File: config.mk
export PLATFORM = sky130hd
export DESIGN_NAME = seqdet_scan_ctrl
export DESIGN_NICKNAME = d
export VERILOG_FILES = /design/src/rtl/seqdet_pkg.sv /design/src/rtl/pattern_window_det.sv /design/src/rtl/seqdet_scan_ctrl.sv
export SDC_FILE = /design/constraint.sdc
export NUM_CORES = 1
export LEC_CHECK = 0
export CAP_MARGIN = 20
export CORE_MARGIN = 8
export CORE_UTILIZATION = 35
export DETAILED_ROUTE_END_ITERATION = 6
export DONT_BUFFER_PORTS = 1
export REMOVE_ABC_BUFFERS = 1
export SLEW_MARGIN = 15
export SYNTH_ARGS = -nofsm -noshare
export SYNTH_HDL_FRONTEND = slang
export SYNTH_SLANG_ARGS = --single-unit
File: constraint.sdc
create_clock -name clk -period 3.34 [get_ports clk]
set_input_delay 0.501 -clock clk [delete_from_list [all_inputs] [get_ports clk]]
set_output_delay 0.501 -clock clk [all_outputs]
set_load 0.05 [all_outputs]
File: src/rtl/seqdet_pkg.sv
// Shared constants for the frame-level serial pattern detector.
// FSM state codes, default widths and the pattern-length clamp.
package seqdet_pkg;

  localparam int DATA_W_DEF = 8;
  localparam int PAT_W_DEF  = 8;
  localparam int CNT_W_DEF  = 8;

  localparam logic [1:0] S_IDLE  = 2'd0;
  localparam logic [1:0] S_WAIT  = 2'd1;
  localparam logic [1:0] S_SHIFT = 2'd2;
  localparam logic [1:0] S_DONE  = 2'd3;

  // Zero length behaves as one bit; anything past the
  // window depth is limited to the window depth.
  function automatic logic [3:0] clamp_len(
    input logic [3:0]  len,
    input int unsigned max_len
  );
    logic [3:0] r;
    r = len;
    if (len == 4'd0)
      r = 4'd1;
    else if ({28'd0, len} > max_len)
      r = max_len[3:0];
    return r;
  endfunction

endpackage

File: src/rtl/pattern_window_det.sv
// Bit-serial window with masked pattern compare and bit-seen count.
// Ports: clear/shift_en/bit_in from controller; hit (comb), match (reg).
module pattern_window_det #(
  parameter int PAT_W = 8
) (
  input  logic             clk,
  input  logic             rst,
  input  logic             clear,
  input  logic             shift_en,
  input  logic             bit_in,
  input  logic [PAT_W-1:0] pat,
  input  logic [3:0]       len,
  output logic             hit,
  output logic             match
);
  import seqdet_pkg::*;

  localparam int SW = $clog2(PAT_W + 1);
  localparam logic [SW-1:0] SEEN_MAX = SW'(PAT_W);

  logic [PAT_W-1:0] win;
  logic [PAT_W-1:0] win_nxt;
  logic [PAT_W-1:0] mask;
  logic [SW-1:0]    seen;
  logic [SW-1:0]    seen_nxt;

  assign win_nxt  = {win[PAT_W-2:0], bit_in};
  assign seen_nxt = (seen == SEEN_MAX) ? seen
                                       : seen + SW'(1);
  assign mask     = PAT_W'((33'd1 << len) - 33'd1);

  // Compare against the window as it will be after this shift,
  // so the hit lines up with the edge that stores the bit.
  assign hit = shift_en
            && (((win_nxt ^ pat) & mask) == '0)
            && (32'(seen_nxt) >= 32'(len));

  always_ff @(posedge clk) begin
    if (rst || clear) begin
      win   <= '0;
      seen  <= '0;
      match <= 1'b0;
    end else begin
      match <= hit;
      if (shift_en) begin
        win  <= win_nxt;
        seen <= seen_nxt;
      end
    end
  end

endmodule

File: src/rtl/seqdet_scan_ctrl.sv
// Frame controller: accepts words, serializes MSB-first, counts matches.
// Ports: start/cfg_*, in_* handshake, busy/done/match_pulse/match_cnt.
module seqdet_scan_ctrl #(
  parameter int DATA_W = 8,
  parameter int PAT_W  = 8,
  parameter int CNT_W  = 8
) (
  input  logic              clk,
  input  logic              rst,
  input  logic              start,
  input  logic [PAT_W-1:0]  cfg_pat,
  input  logic [3:0]        cfg_len,
  input  logic              in_valid,
  input  logic [DATA_W-1:0] in_data,
  input  logic              in_last,
  output logic              in_ready,
  output logic              busy,
  output logic              match_pulse,
  output logic              done,
  output logic [CNT_W-1:0]  match_cnt
);
  import seqdet_pkg::*;

  localparam int IW = (DATA_W > 1) ? $clog2(DATA_W) : 1;
  localparam logic [IW-1:0] IDX_TOP = IW'(DATA_W - 1);
  localparam logic [CNT_W-1:0] CNT_MAX = '1;

  logic [1:0]        state;
  logic [PAT_W-1:0]  pat_q;
  logic [3:0]        len_q;
  logic [DATA_W-1:0] data_q;
  logic              last_q;
  logic [IW-1:0]     idx;
  logic              clear;
  logic              shift_en;
  logic              bit_in;
  logic              hit;

  assign clear    = (state == S_IDLE) && start;
  assign shift_en = (state == S_SHIFT);
  assign bit_in   = data_q[idx];
  assign in_ready = (state == S_WAIT);
  assign busy     = (state != S_IDLE);
  assign done     = (state == S_DONE);

  pattern_window_det #(.PAT_W(PAT_W)) u_det (
    .clk      (clk),
    .rst      (rst),
    .clear    (clear),
    .shift_en (shift_en),
    .bit_in   (bit_in),
    .pat      (pat_q),
    .len      (len_q),
    .hit      (hit),
    .match    (match_pulse)
  );

  always_ff @(posedge clk) begin
    if (rst) begin
      state  <= S_IDLE;
      pat_q  <= '0;
      len_q  <= 4'd1;
      data_q <= '0;
      last_q <= 1'b0;
      idx    <= '0;
    end else begin
      unique case (state)
        S_IDLE: begin
          if (start) begin
            pat_q <= cfg_pat;
            len_q <= clamp_len(cfg_len, PAT_W);
            state <= S_WAIT;
          end
        end
        S_WAIT: begin
          if (in_valid) begin
            data_q <= in_data;
            last_q <= in_last;
            idx    <= IDX_TOP;
            state  <= S_SHIFT;
          end
        end
        S_SHIFT: begin
          idx <= idx - IW'(1);
          if (idx == '0)
            state <= last_q ? S_DONE : S_WAIT;
        end
        default: state <= S_IDLE;
      endcase
    end
  end

  // Count lands on the same edge as the shift, so the total is
  // already final in the cycle where done is high.
  always_ff @(posedge clk) begin
    if (rst || clear)
      match_cnt <= '0;
    else if (hit && match_cnt != CNT_MAX)
      match_cnt <= match_cnt + CNT_W'(1);
  end

endmodule

==> results of run 1 <==
[power breakdown]
part	internal (mW)	leakage [nW]	switching, mW
Sequential	0.571	0.374	0.0273
Clock	0.171	0.0489	0.191
Combinational	0.0619	0.396	0.0991
Total	0.804	0.818	0.317
[stage by stage]
step	hold WS [ns]	setup slack, ns	cells	util
5_1_grt	0.234	0.515	360	0.385
2_1_floorplan	0.427	0.950	272	-
4_1_cts	0.246	0.730	359	0.383
6_report	0.256	0.723	360	0.385
3_5_place_dp	0.441	0.746	351	0.369
3_3_place_gp	0.437	0.821	351	0.369
[layer usage]
metal	up-vias	global-route usage	part of all wire
met3	5	0.0377	0.058
met5	-	0	0
met2	44	0.163	0.46
met1	854	0.123	0.47
met4	0	0.0373	0.011
li1	982	-	-
[layout make-up]
class | instances | area (um^2)
multi-input combinational | 218 | 1290
sequential | 46 | 921
tap | 77 | 96.3
clock inverter | 1 | 8.76
fill | 661 | 3930
inverter | 8 | 30.0
clock buffer | 7 | 86.3
timing repair buffer | 3 | 22.5
[path summary, 6_finish.rpt]
check	from	endpoint	slack, ns
max	u_det.seen[0]	match_cnt[0]	0.72
min	rst	data_q[5]	0.26
max reg2reg	u_det.seen[0]	match_cnt[0]	0.72
min reg2reg	data_q[0]	data_q[0]	0.45
[cell usage in the layout, fill, tap and decap left out, types with 3 or more instances in the layout]
master / count
sky130_fd_sc_hd__o31ai_1: 3
sky130_fd_sc_hd__xnor2_1: 11
sky130_fd_sc_hd__nor3_1: 4
sky130_fd_sc_hd__a211o_1: 3
sky130_fd_sc_hd__o31a_1: 3
sky130_fd_sc_hd__nor2_1: 18
sky130_fd_sc_hd__inv_1: 8
sky130_fd_sc_hd__nand2_1: 61
sky130_fd_sc_hd__ha_1: 10
sky130_fd_sc_hd__nand3_1: 4
sky130_fd_sc_hd__dfxtp_1: 46
sky130_fd_sc_hd__or4_1: 3
sky130_fd_sc_hd__o21a_1: 3
sky130_fd_sc_hd__and2_1: 3
sky130_fd_sc_hd__buf_4: 3
sky130_fd_sc_hd__o21ai_0: 7
sky130_fd_sc_hd__clkbuf_8: 6
sky130_fd_sc_hd__nor4_1: 3
sky130_fd_sc_hd__nand2b_1: 5
sky130_fd_sc_hd__nor2b_1: 3
sky130_fd_sc_hd__a21oi_1: 40
sky130_fd_sc_hd__mux2i_1: 7
sky130_fd_sc_hd__nand3b_1: 3
sky130_fd_sc_hd__nand4_1: 3
[flip-flops by register name (all words and copies together) (netlist names)]
register and flops:
pat_q 8, idx 3, data_q 8, state 2, len_q 4, u_det.seen 4, u_det.win 7, match_cnt 8
last_q 1, u_det.match 1
[synth_stat cells, drive strengths merged]
cell     count
a211o        3
nand3        4
o31ai        3
and2         3
a311oi       1
inv          8
buf          3
o2bb2ai      1
a2bb2oi      1
and3         2
a21oi       40
o31a         3
o211ai       1
and4         1
mux2i        7
clkbuf      15
nor2b        3
o21ai        7
nor4b        2
ha          10
a211oi       2
nand3b       3
nand4        3
dfxtp       46
or2          2
or4          3
mux4         1
nand2b       5
a31o         1
a221oi       1
nor3         4
nor2        18
xnor2       11
or3          2
nand2       61
xor2         2
o221ai       1
nor4         3
o21a         3
[kinds of logic after synthesis]
kind of cell,synth area share
buffers and inverters,0.0459
AOI/OAI and AO/OA,0.176
and+or+nand+nor,0.238
adders and majority gates,0.0540
muxes,0.0399
xor gates and xnor gates,0.0491
DFF,0.397
==> results.md, run 1 <==
- The run finished with clean final reports.
- For this block, the routed nets add up to 4.83 mm of wire.
- The clock root buffer is sky130_fd_sc_hd__clkbuf_8.
- The total of hold buffers inserted after clock tree synthesis is 0.
- The number of synthesized register bits is 46.
- Summing all placed instances gives a cell area of 0.00235 mm^2.
- The number of iterations in the first detailed-routing pass is 5.
- In this run the worst hold path is classified as input port to flip-flop.
- The number of cells on the critical path is 12.
- The repair_antennas step left the layout with diodes totalling 0.
- The category of the worst setup path launch point is a flip-flop.
- The logic depth of the worst register-to-register path is 12.
- The sum of internal, switching and leakage power is 1.12 mW.
- The tree built by TritonCTS fans out to 46 sinks.
- Setup total negative slack on the finished layout was measured at 0 ns.
- The source-to-sink clock delay at the later pin of the worst-skew pair is 0.30 ns.
- The vias after detailed routing is 1885.
- The layout net count is 317.
- The number of max-slew violations in the final report is 0.
- Setup repair after global routing left no endpoint under its margin.
- By startpoint and endpoint, the worst setup path is classified as flip-flop to flip-flop.
- Entering global routing, the biggest net connects 31 pins.
- The required time of the worst setup path is 3.56 ns.
- The hold violation count in the final report is 0.
- The post-route cell area is 0.00246 mm^2.
- The highest attainable clock frequency is 382 MHz.
- Synthesis produced 290 cells.
- The clock passes through at most 2 buffers.
- The width of the die is 97.4 um.
- In this design, the largest share of critical-path delay is due to simple AND/OR/NAND/NOR gates.
- In this run the mean area of a mapped cell was 7.99 um^2.
- The number of antenna violations at the first check in global routing is 0.
- The post-CTS setup repair buffer count is 0.
- The final clock period utilization by the worst path is 0.784.
- The violation count after the first detailed-route iteration is 93.
- In this run the vertical extent of the chip is 97.4 um.
- The cell taking the most area after synthesis is sky130_fd_sc_hd__dfxtp_1.
- The number of failing setup endpoints in the final timing report is 0.
- Of the post-synthesis cell area, the dominant cell type holds 0.397.
- The standard cell with the maximum stage delay on the critical path is sky130_fd_sc_hd__or4_1.
- The full die area is 0.00948 mm^2.
- The effective utilization at floorplan is 0.363.
- The via density per instance is 5.24.
- The ratio of cells with drive above 1 in the final layout is 0.0495.
- In this design, the stage delay of the slowest critical-path cell is 0.52 ns.
- Subtracting the final worst setup slack from the clock period gives 2.62 ns.
- The wire-length estimate of the detail-placed layout is 3.52 mm.
- The region available for standard cell placement spans 0.00639 mm^2.
- Counting both buffers and inverters, the worst setup path holds a total of 1.
- For the pin with the worst max-slew slack, the measured transition is 0.671 ns.
- Across the run, the number of max-cap violations was 0.
- TritonCTS built the clock tree.
- The critical path arrival is 2.84 ns.
- The register area share after synthesis is 0.397.
- Once detail routing completed, the nets flagged for antenna violations numbered 0.
- The netlist uses 41 different library cells.
- The total global routing overflow is 0.
- The number of global-route vias before repair is 1764.
- In this run the static leakage power is 0.818 nW.
- The tightest slew margin relative to the limit is 0.552.
- Power spread over the standard cell area amounts to 456 mW/mm^2.
- Along the worst path, the maximum fanout reaches 15.
- In this run the cell area of the synthesized design comes to 0.00232 mm^2.
- The synthesis warning total is 0.
- After synthesis, the cell types taking the most area are sky130_fd_sc_hd__dfxtp_1 (40%), sky130_fd_sc_hd__nand2_1 (9.9%), sky130_fd_sc_hd__a21oi_1 (8.6%), sky130_fd_sc_hd__ha_1 (5.4%), sky130_fd_sc_hd__xnor2_1 (4.2%).
- The global-route total usage across every layer is 0.103.
- The H-tree generated during clock tree synthesis spans 2 levels.
- The congestion estimate from routability-driven global placement came to 0.815.
- The TritonCTS buffer count is 5.
- The critical path endpoint category is a flip-flop.
- In this run the count of I/O pins placed on the die edge is 37.
- The site row count is 29.
- The first global-routing pass estimated 8.25 mm of wire.
- After detailed routing, the number of remaining DRC violations is 0.
- In this run the tool buffered the top-level ports with 0 buffer cells.
- For the final database, setup skew stands at 0.00625 ns.
- After clock tree synthesis, the clock-pin slew on the worst setup and hold paths is 0.09 ns.
- The average wire per cell in the routed design is 13.4 um.
- The worst-case IR drop observed on VDD is 0.219 mV.
- Walking the worst path, the cells encountered are inv_1, ha_1, nand2_1, nor2_1, xnor2_1, ha_1, nand2b_1, a211o_1, a21oi_1, a211o_1, or4_1, a21oi_1.
- After clock tree synthesis, the repair step resized 0 gates.
- The growth of design area from synthesis to finish is 5.94%.
- The count of cells along the worst hold path is 1.
Note: power is estimated with default switching activity, not from simulation.
==> run 2: changes to the inputs <==
Clock period 3.34 ns to 2.75 ns, I/O delays scaled along.
==> run 2 against run 1 <==
Largest power group unchanged. Die area unchanged. Fmax up 3.1%. First-iteration DRC count up 41%. Highest routed layer unchanged. Cell count up 0.83%. Global-route usage up 0.21 points. Critical path type unchanged. Hold slack worse by 0.079 ns. Critical endpoint is now match_cnt[3]. Wire length up 4.3%. Flip-flop and latch count unchanged.
==> results.md, run 2 (synthesized netlist as in run 1, its figures left out) <==
- The detailed placement HPWL was 3.65 mm (+3.6%).
- The tightest slew margin relative to the limit is 0.562 (+0.00959).
- The vias after detailed routing is 1901 (+0.85%).
- The ratio of cells with drive above 1 in the final layout was 0.0699 (+0.0205).
- The required time of the worst setup path is 2.97 ns (-0.59 ns).
- The hold violation count in the final report came to 0 (unchanged).
- The full die area is 0.00948 mm^2 (unchanged).
- The number of max-slew violations in the final report is 0 (unchanged).
- The startpoint identified for the worst register-to-register timing path is u_det.seen[0].
- Setup repair after global routing left no endpoint under its margin.
- The growth of design area from synthesis to finish is 6.75%.
- The TritonCTS buffer count is 5 (unchanged).
- The site row count is 29 (unchanged).
- The final period demand of the worst path was 2.54 ns (-0.0780 ns).
- The source-to-sink clock delay at the later pin of the worst-skew pair was 0.29 ns (about the same).
- In this run the critical register-to-register path is captured at match_cnt[3].
- The number of levels the H-tree was split into is 2 (unchanged).
- The wire length after detailed routing was 5.04 mm (+4.3%).
- The clock tree from TritonCTS is done.
- The number of nets with antenna violations after routing is 0 (unchanged).
- STA classifies the critical path endpoint as a flip-flop.
- The static power due to leakage is 0.828 nW (+1.2%).
- The global-route total usage across every layer is 0.105 (+0.00205).
- The worst-case hold slack is 0.177 ns (-0.0789 ns).
- The average wire per cell in the routed design is 13.9 um (+3.4%).
- The width of the die is 97.4 um (unchanged).
- The worst hold path terminates at last_q.
- The total of buffers placed on input and output ports came to 0 (unchanged).
- The type of the worst setup path is flip-flop to flip-flop.
- The final setup TNS is 0 ns (unchanged).
- The global placement routability congestion is 0.845 (+3.7%).
- The number of antenna violations at the first check in global routing is 0 (unchanged).
- The number of iterations in the first detailed-routing pass is 4 (-1).
- The maximum number of pins on one net before global-route repair is 31 (unchanged).
- The maximum clock path buffer count came to 2 (unchanged).
- The library cell used most frequently in the layout, excluding fill and tap cells, is sky130_fd_sc_hd__nand2_1.
- The violation count after the first detailed-route iteration is 131 (+41%).
- The largest fanout on the critical path is 15 (unchanged).
- The area of the placeable core is 0.00639 mm^2 (unchanged).
- The number of global-route vias before repair was 1792 (+1.6%).
- The via density per instance is 5.24 (about the same).
- The post-CTS setup repair buffer count is 0 (unchanged).
- The layout net count was 321 (+1.3%).
- The final clock period utilization by the worst path came to 0.923 (+0.140).
- The power density normalized to cell area is 533 mW/mm^2 (+17%).
- The transition time of the tightest slew-check pin is 0.657 ns (-0.0144 ns).
- The first-pass GRT wire length is 8.49 mm (+2.9%).
- The clock root buffer is sky130_fd_sc_hd__clkbuf_8.
- The maximum ir drop on the vdd rail was 0.312 mV (+42%).
- The number of resized instances in the post-cts repair step was 0 (unchanged).
- The number of maximum-capacitance constraint violations is 0 (unchanged).
- The final setup skew is 0.00466 ns (-0.00159 ns).
- The clock transition at the registers of the reported paths came to 0.08 ns (about the same).
- The setup slack of the worst register-to-register path is 0.21 ns (-0.51 ns).
- The total global routing overflow is 0 (unchanged).
- The highest attainable clock frequency is 394 MHz (+3.1%).
- The critical path launch point is u_det.seen[0].
- The top-level port count came to 37 (unchanged).
- The number of failing setup endpoints in the final timing report was 0 (unchanged).
- The startpoint identified for the worst hold timing path is rst.
- The vertical die dimension is 97.4 um (unchanged).
- The run finished with clean final reports.
- The logic depth of the worst register-to-register path is 12 (unchanged).
- The fill cell total of the finished layout was 671 (+1.5%).
- The largest registers in the layout are data_q: 8 flops, match_cnt: 8 flops, pat_q: 8 flops.
- The post-route DRC violation count came to 0 (unchanged).
- The effective utilization at floorplan is 0.363 (unchanged).
- The library cells used most frequently in the layout, excluding fill and tap cells, are sky130_fd_sc_hd__nand2_1 (61), sky130_fd_sc_hd__dfxtp_1 (45), sky130_fd_sc_hd__a21oi_1 (40).
- The critical path arrival was 2.75 ns (-0.09 ns).
- STA classifies the critical path startpoint as a flip-flop.
- The total number of clock tree sinks was 46 (unchanged).
- The count of inserted antenna diode cells is 0 (unchanged).
- The count of cells along the worst hold path came to 1 (unchanged).
- The tightest min-delay check is of the input port to flip-flop type.
- The total of hold buffers inserted after clock tree synthesis came to 0 (unchanged).
-- run 2: critical path: stages (launching register included) --
cell	delay, ns
sky130_fd_sc_hd__dfxtp_2	0.35
sky130_fd_sc_hd__inv_1	0.08
sky130_fd_sc_hd__ha_1	0.20
sky130_fd_sc_hd__nand2_1	0.09
sky130_fd_sc_hd__nor2_1	0.06
sky130_fd_sc_hd__xnor2_1	0.13
sky130_fd_sc_hd__ha_1	0.26
sky130_fd_sc_hd__nand2b_1	0.10
sky130_fd_sc_hd__a211o_1	0.12
sky130_fd_sc_hd__a21oi_1	0.05
sky130_fd_sc_hd__a211o_2	0.38
sky130_fd_sc_hd__or4_1	0.49
sky130_fd_sc_hd__a21oi_1	0.15
-- run 2: where the power goes --
| part | internal [mW] | switching, mW |
|---|---|---|
| logic | 0.0792 | 0.125 |
| clock network | 0.175 | 0.218 |
| registers | 0.693 | 0.0300 |
-- run 2: per-stage QoR --
step / instances / area (um^2) / power, mW / worst slack [ns] / util
floorplan: 272 / 2240 / 0.891 / 0.360 / -
global placement: 356 / 2390 / 0.941 / 0.242 / 0.374
detailed placement: 356 / 2390 / 0.944 / 0.172 / 0.374
CTS: 363 / 2470 / 1.34 / 0.139 / 0.387
global route: 363 / 2470 / 1.40 / 0.0396 / 0.388
finish: 363 / 2470 / 1.32 / 0.211 / 0.388
-- run 2: how the worst max path moves through the flow --
stage	end	slack (ns)	depth (start not counted)
6_report	match_cnt[3]	0.21	12
5_1_grt	match_cnt[4]	0.04	12
4_1_cts	match_cnt[4]	0.14	12
3_5_place_dp	match_cnt[0]	0.17	12
3_3_place_gp	match_cnt[4]	0.24	12
2_1_floorplan	match_cnt[4]	0.36	12
-- run 2: area by class of cell --
class / count / area (um^2) / area share
Clock buffer: 6 / 72.6 / 0.0293
Clock inverter: 1 / 7.51 / 0.00303
Inverter: 8 / 30.0 / 0.0121
Multi-Input combinational cell: 218 / 1290 / 0.523
Sequential cell: 46 / 922 / 0.373
Tap cell: 77 / 96.3 / 0.0389
Timing Repair Buffer: 7 / 52.6 / 0.0212
-- run 2: metal layers --
metal	track usage	wire length, um
met3	0.0327	220
met2	0.168	2330
met4	0.0315	57
met5	0	0
met1	0.130	2430
